### src/rtl/imm_decode_stage.sv
// Immediate-decode pipeline stage: extends the instruction immediate to XLEN and precomputes pc+imm,
// behind a valid/ready handshake with a main output register and a one-entry skid register.
module imm_decode_stage #(
  parameter int unsigned XLEN = 32,
  parameter int unsigned PC_W = XLEN
) (
  input  logic            clk,
  input  logic            rst_n,
  input  logic            flush,
  input  logic            in_valid,
  output logic            in_ready,
  input  logic [31:0]     in_instr,
  input  logic [PC_W-1:0] in_pc,
  input  logic [2:0]      in_imm_src,
  output logic            out_valid,
  input  logic            out_ready,
  output logic [31:0]     out_instr,
  output logic [PC_W-1:0] out_pc,
  output logic [XLEN-1:0] out_imm,
  output logic [PC_W-1:0] out_target,
  output logic            out_illegal
);

  typedef struct packed {
    logic [31:0]     instr;
    logic [PC_W-1:0] pc;
    logic [XLEN-1:0] imm;
    logic [PC_W-1:0] target;
    logic            illegal;
  } entry_t;

  logic [XLEN-1:0] imm_ext;
  logic            illegal;
  entry_t          in_entry;
  entry_t          main_q, skid_q;
  logic            main_valid_q, main_valid_d;
  logic            skid_valid_q, skid_valid_d;
  logic            main_load_in, main_load_skid, skid_load;
  logic            accept, out_fire;

  // Sized casts of signed operands sign-extend; unsigned operands zero-extend.
  always_comb begin
    imm_ext = '0;
    illegal = 1'b0;
    case (in_imm_src)
      3'b000: imm_ext = XLEN'($signed(in_instr[31:20]));
      3'b001: imm_ext = XLEN'($signed({in_instr[31:25], in_instr[11:7]}));
      3'b010: imm_ext = XLEN'($signed({in_instr[31], in_instr[7], in_instr[30:25],
                                        in_instr[11:8], 1'b0}));
      3'b011: imm_ext = XLEN'($signed({in_instr[31], in_instr[19:12], in_instr[20],
                                        in_instr[30:21], 1'b0}));
      3'b100: imm_ext = XLEN'($signed({in_instr[31:12], 12'b0}));
      3'b101: imm_ext = XLEN'(in_instr[19:15]);
      3'b110: imm_ext = (XLEN == 64) ? XLEN'(in_instr[25:20]) : XLEN'(in_instr[24:20]);
      default: begin
        imm_ext = '0;
        illegal = 1'b1;
      end
    endcase
  end

  always_comb begin
    in_entry.instr   = in_instr;
    in_entry.pc      = in_pc;
    in_entry.imm     = imm_ext;
    in_entry.target  = in_pc + PC_W'($signed(imm_ext));
    in_entry.illegal = illegal;
  end

  assign in_ready = ~skid_valid_q;
  assign accept   = in_valid & in_ready;
  assign out_fire = main_valid_q & out_ready;

  always_comb begin
    main_valid_d   = main_valid_q;
    skid_valid_d   = skid_valid_q;
    main_load_in   = 1'b0;
    main_load_skid = 1'b0;
    skid_load      = 1'b0;
    if (flush) begin
      main_valid_d = 1'b0;
      skid_valid_d = 1'b0;
    end else if (!main_valid_q || out_fire) begin
      // Main slot is free this edge; the skid entry is older than any new input.
      if (skid_valid_q) begin
        main_load_skid = 1'b1;
        main_valid_d   = 1'b1;
        skid_valid_d   = 1'b0;
      end else begin
        main_load_in = accept;
        main_valid_d = accept;
      end
    end else if (accept) begin
      skid_load    = 1'b1;
      skid_valid_d = 1'b1;
    end
  end

  always_ff @(posedge clk or negedge rst_n) begin
    if (!rst_n) begin
      main_valid_q <= 1'b0;
      skid_valid_q <= 1'b0;
    end else begin
      main_valid_q <= main_valid_d;
      skid_valid_q <= skid_valid_d;
    end
  end

  always_ff @(posedge clk or negedge rst_n) begin
    if (!rst_n) begin
      main_q <= '0;
    end else if (main_load_skid) begin
      main_q <= skid_q;
    end else if (main_load_in) begin
      main_q <= in_entry;
    end
  end

  always_ff @(posedge clk or negedge rst_n) begin
    if (!rst_n) begin
      skid_q <= '0;
    end else if (skid_load) begin
      skid_q <= in_entry;
    end
  end

  assign out_valid   = main_valid_q;
  assign out_instr   = main_q.instr;
  assign out_pc      = main_q.pc;
  assign out_imm     = main_q.imm;
  assign out_target  = main_q.target;
  assign out_illegal = main_q.illegal;

endmodule

### config.mk
export PLATFORM = sky130hd
export DESIGN_NAME = imm_decode_stage
export DESIGN_NICKNAME = d
export VERILOG_FILES = /design/src/rtl/imm_decode_stage.sv
export SDC_FILE = /design/constraint.sdc
export NUM_CORES = 1
export LEC_CHECK = 0
export CORE_UTILIZATION = 49
export DETAILED_ROUTE_END_ITERATION = 7
export GPL_ROUTABILITY_DRIVEN = 0
export PLACE_DENSITY = 0.85
export SKIP_LAST_GASP = 1
export SYNTH_ARGS = -nofsm -noshare
export SYNTH_HDL_FRONTEND = slang
export SYNTH_SLANG_ARGS = --single-unit
export TNS_END_PERCENT = 20
### constraint.sdc
create_clock -name clk -period 1.89 [get_ports clk]
set_input_delay 0.189 -clock clk [delete_from_list [all_inputs] [get_ports clk]]
set_output_delay 0.189 -clock clk [all_outputs]
set_load 0.02 [all_outputs]
==> results of run 1 <==
-- final cells by class --
cell class              count  area, µm²  area share, %
inverters                   7      28.78         0.1597
multi-input cells         824       6037          33.51
flip-flops and latches    260       6506          36.11
diodes                      2      5.005        0.02778
clock inverters             8      118.9         0.6597
clock buffers              41      808.3          4.486
well taps                 324      405.4          2.250
repair buffers            438       4108          22.80
-- per-stage QoR --
stage               TNS (ns)  cells  hold slack, ns  total power, W  setup WS [ns]
finish                -45.58   1904          0.1083         0.01864         -1.066
global route          -50.05   1903          0.1338         0.01933         -1.115
CTS                   -36.42   1898          0.1106         0.01833        -0.8660
detailed placement   -117.36   1837         0.06622         0.01257         -2.113
global placement     -105.48   1837         0.06763         0.01229         -1.951
floorplan             -55.98   1177         -0.1066         0.01002         -1.455
-- cell families (layout without fill, tap and decap cells) --
kind of cell / count (synthesis) / in the layout / synth area share [%]
AO/OA/AOI/OAI: 404 / 404 / 19.52
XOR/XNOR: 29 / 29 / 2.054
adder cells (fa/ha/maj): 32 / 32 / 3.299
buffers and inverters: 93 / 494 / 2.965
flip-flops: 260 / 260 / 52.62
multiplexers: 123 / 123 / 11.15
other: 0 / 2 / 0
AND/OR/NAND/NOR: 236 / 236 / 8.398
-- power groups by stage --
stage	sequential, W	clock, W	combinational [W]
global placement	0.00754	0	0.00474
finish	0.00764	0.00561	0.00539
detailed placement	0.00764	0	0.00493
CTS	0.00757	0.00559	0.00516
global route	0.00775	0.00585	0.00573
floorplan	0.00807	0	0.00194
-- how the worst max path moves through the flow --
stage | cells past startpoint | end | slack, ns
3_5_place_dp | 15 | skid_q[25] | -2.11
4_1_cts | 15 | skid_q[27] | -0.87
6_report | 16 | out_target[16] | -1.07
3_3_place_gp | 15 | skid_q[27] | -1.95
2_1_floorplan | 16 | skid_q[27] | -1.46
5_1_grt | 16 | out_target[16] | -1.11
-- layer usage --
metal | track usage, % | routed length [µm] | vias up
li1 | - | - | 5057
met1 | 38.44 | 15630 | 5735
met2 | 52.98 | 20190 | 765
met3 | 5.914 | 3396 | 231
met4 | 19.55 | 2875 | 0
met5 | 0 | 0 | -
-- worst max-delay path, delay by kind of cell --
kind	cells	cell delay, ns
XOR/XNOR	1	0.16
multiplexers	1	0.19
AO/OA/AOI/OAI	8	1.89
adder cells (fa/ha/maj)	1	0.24
AND/OR/NAND/NOR	3	0.46
buffers and inverters	2	0.25
-- placed cells by master, fill, tap and decap left out, drive strengths merged, types with 6 or more instances in the layout --
master / count
dfrtp: 260
buf: 238
clkdlybuf4s50: 186
o21ai: 162
nand2: 160
o22ai: 127
mux2: 118
a21oi: 47
clkbuf: 42
ha: 31
a21o: 25
xnor2: 19
nor2b: 16
nor2: 14
dlygate4sd2: 10
xor2: 10
or3: 9
nor3: 8
inv: 7
nand3: 7
o21a: 6
and3: 6
a211oi: 6
-- what timing repair did --
item | CTS | global route
pin swaps | 34 | 32
hold buffers | 1 | 0
setup buffers | 11 | 4
gates resized for setup | 104 | 40
setup endpoints to repair | 63 | 61
endpoints found under the hold margin | 260 | 0
-- registers in the layout (all words and copies together), names as in the netlist --
register,flops
out_instr,32
out_target,32
out_imm,32
out_valid,1
out_pc,32
skid_q,129
skid_valid_q,1
out_illegal,1
==> impl_metrics.prom, run 1 <==
# TYPE chip_impl_metric gauge
chip_impl_metric{name="share_of_the_core_filled_with_cells",unit="%"} 73.44
chip_impl_metric{name="drc_errors",unit=""} 0
chip_impl_info{name="grt_setup_unrepaired",value="yes"} 1
chip_impl_metric{name="synthesis.area_per_instance",unit="µm²"} 10.51
chip_impl_metric{name="post-synth-top-area-fraction",unit="%"} 52.62
chip_impl_metric{name="ys_seq_area_share",unit="%"} 52.62
chip_impl_metric{name="finalHoldViolCount",unit=""} 0
chip_impl_metric{name="area_added_between_synthesis_and_finish",unit="%"} 45.70
chip_impl_info{name="synth_top_cells_by_area",value="sky130_fd_sc_hd__dfrtp_1 (53%), sky130_fd_sc_hd__mux2_2 (11%), sky130_fd_sc_hd__o21ai_0 (6.5%)"} 1
chip_impl_info{name="criticalPathCategory",value="input pin to register"} 1
chip_impl_metric{name="synth_cell_types",unit=""} 55
chip_impl_metric{name="ios",unit=""} 203
chip_impl_info{name="setup.worst_path.end_class",value="register"} 1
chip_impl_metric{name="worst_ep_required_time",unit="ns"} 2.33
chip_impl_info{name="yosys-top-cells-count",value="sky130_fd_sc_hd__dfrtp_1 (260), sky130_fd_sc_hd__nand2_1 (160), sky130_fd_sc_hd__o21ai_0 (160)"} 1
chip_impl_metric{name="ys_warn_count",unit=""} 0
chip_impl_metric{name="starting_utilization_of_the_core_area",unit="%"} 50.40
chip_impl_metric{name="synth_cells",unit=""} 1177
chip_impl_metric{name="timing.critical_path.fanout_max",unit=""} 6
chip_impl_metric{name="final_design_area_no_fill",unit="mm²"} 0.01802
chip_impl_metric{name="die_width",unit="µm"} 160.9
chip_impl_metric{name="r2r_slack",unit="ns"} 0
chip_impl_info{name="path_cells",value="buf_12, nor2b_4, or2_4, mux2i_1, o21a_1, buf_4, fa_2, nor2b_4, o31a_1, o311a_4, a211oi_4, o21ai_0, a31oi_1, xnor2_1, o22ai_1, o21ai_0"} 1
chip_impl_metric{name="timing_worst_slew_pin_value",unit="ns"} 0.4336
chip_impl_metric{name="worstSkewPairLatency",unit="ns"} 0.54
chip_impl_metric{name="initial_drt_markers",unit=""} 1158
chip_impl_metric{name="power_per_cell_area",unit="mW/mm²"} 1035
chip_impl_metric{name="avgRoutedWirePerCell",unit="µm"} 22.10
chip_impl_metric{name="synth_fp_nets",unit=""} 1281
chip_impl_metric{name="final-max-slew-violation-count",unit=""} 0
chip_impl_metric{name="detail_route.vias_per_cell",unit=""} 6.191
chip_impl_metric{name="tritoncts.num_buffers",unit=""} 27
chip_impl_metric{name="io_buffer_count",unit=""} 202
chip_impl_metric{name="clk_path_buf_depth",unit=""} 3
chip_impl_metric{name="pwr-share-comb",unit="%"} 28.9
chip_impl_metric{name="track_usage",unit="%"} 31.87
chip_impl_info{name="run_status",value="complete, but fails checks"} 1
chip_impl_info{name="cp-startpoint",value="in_imm_src[0]"} 1
chip_impl_info{name="reg2reg_from",value="out_valid"} 1
chip_impl_metric{name="dpl_cell_area",unit="mm²"} 0.01646
chip_impl_metric{name="number_of_violations_of_the_max_capacitance_limit",unit=""} 0
chip_impl_info{name="hold_path_class",value="input pin to async pin"} 1
chip_impl_info{name="worst_setup_path_start_kind",value="input pin"} 1
chip_impl_info{name="most_used_standard_cell_by_instance_count_after_synthesis",value="sky130_fd_sc_hd__dfrtp_1"} 1
chip_impl_metric{name="dieArea",unit="mm²"} 0.02588
chip_impl_metric{name="power.ir.vdd_worst",unit="V"} 0.0007151
chip_impl_metric{name="setup_violations",unit=""} 59
chip_impl_metric{name="power.switching_fraction",unit="%"} 30.92
chip_impl_info{name="violations_in_the_final_reports",value="negative setup slack"} 1
chip_impl_info{name="yosysTopAreaCell",value="sky130_fd_sc_hd__dfrtp_1"} 1
chip_impl_metric{name="power_frac_clock",unit="%"} 30.1
chip_impl_info{name="tritoncts",value="done"} 1
chip_impl_metric{name="yosys_register_bits",unit=""} 260
chip_impl_metric{name="fin_nets",unit=""} 1662
chip_impl_metric{name="clkSinkCount",unit=""} 260
chip_impl_metric{name="detailed_place_hpwl",unit="mm"} 27.15
chip_impl_metric{name="drt-total-wl",unit="mm"} 42.09
chip_impl_metric{name="r2r_cells",unit=""} 5
chip_impl_info{name="clock_tree.root_cell",value="sky130_fd_sc_hd__clkbuf_16"} 1
chip_impl_metric{name="grt_max_degree",unit=""} 74
chip_impl_metric{name="routed-via-count",unit=""} 11788
chip_impl_info{name="dominantRegCellSynth",value="sky130_fd_sc_hd__dfrtp_1"} 1
chip_impl_metric{name="die_height",unit="µm"} 160.9
chip_impl_metric{name="maximum_clock_frequency",unit="MHz"} 338.2
chip_impl_metric{name="skew",unit="ns"} 0.009876
chip_impl_metric{name="critical-path-max-stage-delay",unit="ns"} 0.33
chip_impl_metric{name="netlist_area",unit="mm²"} 0.01237
chip_impl_info{name="crit_slowest_cell",value="sky130_fd_sc_hd__o311a_4"} 1
chip_impl_metric{name="vias_in_the_first_global_route",unit=""} 12104
chip_impl_metric{name="first_pass_iters",unit=""} 6
chip_impl_metric{name="placement_rows",unit=""} 57
chip_impl_metric{name="routed_antenna_nets",unit=""} 0
chip_impl_metric{name="critPathArrivalTime",unit="ns"} 3.39
chip_impl_metric{name="slew_headroom",unit="%"} 70.89
chip_impl_metric{name="grt_pass1_wl",unit="mm"} 65.27
chip_impl_metric{name="synth_enable_flop_cells",unit=""} 0
chip_impl_metric{name="seq_power_share",unit="%"} 41.0
chip_impl_metric{name="drive_above_1_share",unit="%"} 31.37
chip_impl_metric{name="layout_setup_ws",unit="ns"} -1.066
chip_impl_metric{name="htree_levels",unit=""} 1
chip_impl_metric{name="net-switching-power",unit="W"} 0.005763
chip_impl_metric{name="filler_cell_count",unit=""} 1486
chip_impl_metric{name="grt.overflow.total",unit=""} 0
chip_impl_metric{name="antenna_found_initial",unit=""} 1
chip_impl_metric{name="intPower",unit="W"} 0.01288
chip_impl_metric{name="core-area",unit="mm²"} 0.02453
chip_impl_info{name="reg2reg_to",value="out_target[31]"} 1
chip_impl_metric{name="finalCriticalPeriod",unit="ns"} 2.956
chip_impl_metric{name="power.leakage",unit="nW"} 8.173
chip_impl_metric{name="min_period_over_period",unit="%"} 156.4
chip_impl_metric{name="synthArstFlopShare",unit="%"} 100.0
chip_impl_metric{name="clkTransAtPathRegs",unit="ns"} 0.07
(Power assumes the default switching activity.)
==> inputs of run 2 (changes only) <==
--- a/config.mk
+++ b/config.mk
@@ -10,6 +10,7 @@
 export GPL_ROUTABILITY_DRIVEN = 0
 export PLACE_DENSITY = 0.85
 export SKIP_LAST_GASP = 1
+export SLEW_MARGIN = 20
 export SYNTH_ARGS = -nofsm -noshare
 export SYNTH_HDL_FRONTEND = slang
 export SYNTH_SLANG_ARGS = --single-unit
==> results of run 2 <==
Same layout as run 1: the final DEF is identical, and so are final timing and power.
==> inputs of run 3 (changes only) <==
--- a/config.mk
+++ b/config.mk
@@ -5,10 +5,10 @@
 export SDC_FILE = /design/constraint.sdc
 export NUM_CORES = 1
 export LEC_CHECK = 0
-export CORE_UTILIZATION = 49
+export CORE_UTILIZATION = 35
 export DETAILED_ROUTE_END_ITERATION = 7
 export GPL_ROUTABILITY_DRIVEN = 0
-export PLACE_DENSITY = 0.85
+export PLACE_DENSITY = 0.66
 export SKIP_LAST_GASP = 1
 export SLEW_MARGIN = 20
 export SYNTH_ARGS = -nofsm -noshare
==> impl_metrics.prom, run 3 (synthesis gave the netlist of run 1 again) <==
# TYPE chip_impl_metric gauge
chip_impl_metric{name="die_height",unit="µm"} 190.0
chip_impl_metric{name="clk_path_buf_depth",unit=""} 3
chip_impl_info{name="worst_setup_path_start_kind",value="input pin"} 1
chip_impl_metric{name="worst_ep_required_time",unit="ns"} 2.32
chip_impl_metric{name="track_usage",unit="%"} 21.41
chip_impl_metric{name="grt.overflow.total",unit=""} 0
chip_impl_info{name="crit_slowest_cell",value="sky130_fd_sc_hd__o311a_4"} 1
chip_impl_metric{name="min_period_over_period",unit="%"} 147.1
chip_impl_metric{name="vias_in_the_first_global_route",unit=""} 10747
chip_impl_metric{name="placement_rows",unit=""} 68
chip_impl_info{name="layout_commonest_cell",value="sky130_fd_sc_hd__dfrtp_1"} 1
chip_impl_metric{name="met1_usage",unit="%"} 29.20
chip_impl_metric{name="worstSkewPairLatency",unit="ns"} 0.54
chip_impl_metric{name="grt_pass1_wl",unit="mm"} 60.71
chip_impl_info{name="criticalPathCategory",value="input pin to register"} 1
chip_impl_info{name="crit_path_max_delay_family",value="compound AO/OA/AOI/OAI gates"} 1
chip_impl_info{name="grt_setup_unrepaired",value="yes"} 1
chip_impl_metric{name="tns_setup",unit="ns"} -34.34
chip_impl_metric{name="first_pass_iters",unit=""} 5
chip_impl_metric{name="largest_reg_flops",unit=""} 129
chip_impl_info{name="most-common-layout-cells",value="sky130_fd_sc_hd__dfrtp_1 (260), sky130_fd_sc_hd__buf_4 (203), sky130_fd_sc_hd__clkdlybuf4s50_1 (181)"} 1
chip_impl_metric{name="timing_worst_slew_pin_value",unit="ns"} 0.4500
chip_impl_metric{name="r2r_cells",unit=""} 7
chip_impl_info{name="largest-register",value="skid_q"} 1
chip_impl_metric{name="die_width",unit="µm"} 190.0
chip_impl_metric{name="clkTransAtPathRegs",unit="ns"} 0.06
chip_impl_info{name="worst_hold_startpoint",value="in_instr[20]"} 1
chip_impl_metric{name="detailed_place_hpwl",unit="mm"} 27.47
chip_impl_info{name="globalRoute.busiestLayer",value="met2"} 1
chip_impl_metric{name="starting_utilization_of_the_core_area",unit="%"} 35.71
chip_impl_metric{name="avgRoutedWirePerCell",unit="µm"} 18.77
chip_impl_metric{name="hold_path_depth",unit=""} 3
chip_impl_metric{name="setup_violations",unit=""} 57
chip_impl_metric{name="met2_usage",unit="%"} 33.96
chip_impl_info{name="hold_path_class",value="input pin to register"} 1
chip_impl_metric{name="r2r_slack",unit="ns"} 0.08
chip_impl_info{name="reg2reg_to",value="out_target[31]"} 1
chip_impl_metric{name="ios",unit=""} 203
chip_impl_metric{name="final-max-slew-violation-count",unit=""} 0
chip_impl_metric{name="finalCriticalPeriod",unit="ns"} 2.781
chip_impl_info{name="path_cells",value="buf_8, nor2b_4, or2_4, mux2i_2, o21ai_2, ha_1, nor2b_4, o31a_1, o311a_4, a211oi_4, o21ai_2, a41o_1, a21oi_2, xnor2_1, mux2_4"} 1
chip_impl_metric{name="maximum_clock_frequency",unit="MHz"} 359.6
chip_impl_info{name="capture_endpoint_of_the_worst_hold_path",value="skid_q[117]"} 1
chip_impl_metric{name="drc_errors",unit=""} 0
chip_impl_metric{name="timing.critical_path.fanout_max",unit=""} 4
chip_impl_metric{name="fin_nets",unit=""} 1659
chip_impl_metric{name="drt-total-wl",unit="mm"} 38.19
chip_impl_metric{name="area_added_between_synthesis_and_finish",unit="%"} 46.21
chip_impl_metric{name="grt.met3_usage",unit="%"} 3.708
chip_impl_metric{name="cp_num_buf_inv",unit=""} 1
chip_impl_metric{name="power_per_cell_area",unit="mW/mm²"} 1030
chip_impl_info{name="reg2reg_from",value="out_valid"} 1
chip_impl_metric{name="tritoncts.num_buffers",unit=""} 29
chip_impl_metric{name="drive_above_1_share",unit="%"} 30.69
chip_impl_metric{name="antenna_found_initial",unit=""} 3
chip_impl_metric{name="layout_setup_ws",unit="ns"} -0.8907
chip_impl_metric{name="power.ir.vdd_worst",unit="V"} 0.0007084
chip_impl_metric{name="critPathArrivalTime",unit="ns"} 3.21
chip_impl_metric{name="routed_antenna_nets",unit=""} 0
chip_impl_metric{name="htree_levels",unit=""} 1
chip_impl_info{name="setup.worst_path.end_class",value="register"} 1
chip_impl_metric{name="core-area",unit="mm²"} 0.03463
chip_impl_metric{name="report.power.total",unit="W"} 0.01862
chip_impl_metric{name="grt_max_degree",unit=""} 65
chip_impl_metric{name="post-place-ws",unit="ns"} -2.068
chip_impl_metric{name="share_of_the_core_filled_with_cells",unit="%"} 52.21
chip_impl_metric{name="power.leakage",unit="nW"} 8.154
chip_impl_info{name="run_status",value="complete, but fails checks"} 1
chip_impl_metric{name="io_buffer_count",unit=""} 202
chip_impl_metric{name="initial_drt_markers",unit=""} 462
chip_impl_metric{name="clkSinkCount",unit=""} 260
chip_impl_metric{name="detail_route.vias_per_cell",unit=""} 5.274
chip_impl_metric{name="slew_headroom",unit="%"} 70.00
chip_impl_info{name="tritoncts",value="done"} 1
chip_impl_metric{name="finalHoldViolCount",unit=""} 0
chip_impl_metric{name="routed-via-count",unit=""} 10732
chip_impl_info{name="cp-startpoint",value="in_imm_src[0]"} 1
chip_impl_info{name="violations_in_the_final_reports",value="negative setup slack"} 1
chip_impl_metric{name="critical-path-max-stage-delay",unit="ns"} 0.33
chip_impl_metric{name="dieArea",unit="mm²"} 0.03609
chip_impl_metric{name="skew",unit="ns"} 0.009153
chip_impl_info{name="clock_tree.root_cell",value="sky130_fd_sc_hd__clkbuf_16"} 1
chip_impl_metric{name="number_of_violations_of_the_max_capacitance_limit",unit=""} 0
run 3: changes by cell type in the layout (fill, tap and decap cells not counted), moves of 4 or more:
cell and change:
sky130_fd_sc_hd__a21oi_1 +6, sky130_fd_sc_hd__a21oi_2 -6, sky130_fd_sc_hd__buf_12 -4, sky130_fd_sc_hd__clkbuf_8 -4, sky130_fd_sc_hd__clkdlybuf4s50_1 -5, sky130_fd_sc_hd__clkinv_2 +5
sky130_fd_sc_hd__dlygate4sd2_1 +4
run 3: cell type report:
class,count,area (µm²)
inverter,7,26.28
antenna,3,7.507
clock inverter,15,202.7
multi-input combinational,824,5957
sequential,260,6506
tap,455,569.3
fill,3084,16550
clock buffer,38,799.5
timing repair buffer,433,4011
run 3: power by group:
| part | internal, W | leakage, nW | switching (W) |
|---|---|---|---|
| combinational | 0.00265 | 4.42 | 0.00252 |
| sequential | 0.00684 | 3.24 | 0.000700 |
| clock | 0.00364 | 0.498 | 0.00226 |
| total | 0.0131 | 8.15 | 0.00548 |
run 3: worst max path at each step:
stage | to | slack, ns | cells past startpoint
6_report | skid_q[27] | -0.89 | 15
5_1_grt | skid_q[27] | -0.95 | 15
4_1_cts | skid_q[27] | -0.81 | 15
3_5_place_dp | skid_q[25] | -2.07 | 15
3_3_place_gp | skid_q[27] | -1.98 | 15
2_1_floorplan | skid_q[27] | -1.46 | 16
run 3: per-layer routing:
metal	wire [µm]	part of all wire, %
met1	16830	44
met2	17990	47
met5	0	0
met4	1387	3.6
met3	1986	5.2
run 3: worst min-delay path: cells and delay by family:
kind	cells	cell delay [ns]
buf+inv	2	0.25
mux	1	0.14
run 3: timing repair:
item                                    in CTS  in global routing
gates cloned                                 0                  0
pin swaps                                   42                 23
hold buffers                                 1                  0
endpoints found under the hold margin      152                  0
setup buffers                               15                  8
endpoints found under the setup margin      62                 57
gates resized for setup                    109                 32
run 3: through the flow:
step,std cells,cell area [µm²],hold WS (ns)
after floorplan,1177,12440,-0.1066
after global placement,1960,16520,0.1465
after detailed placement,1960,16520,0.1465
after CTS,2028,17890,0.04552
after global routing,2035,18080,0.06783
final,2035,18080,0.07568
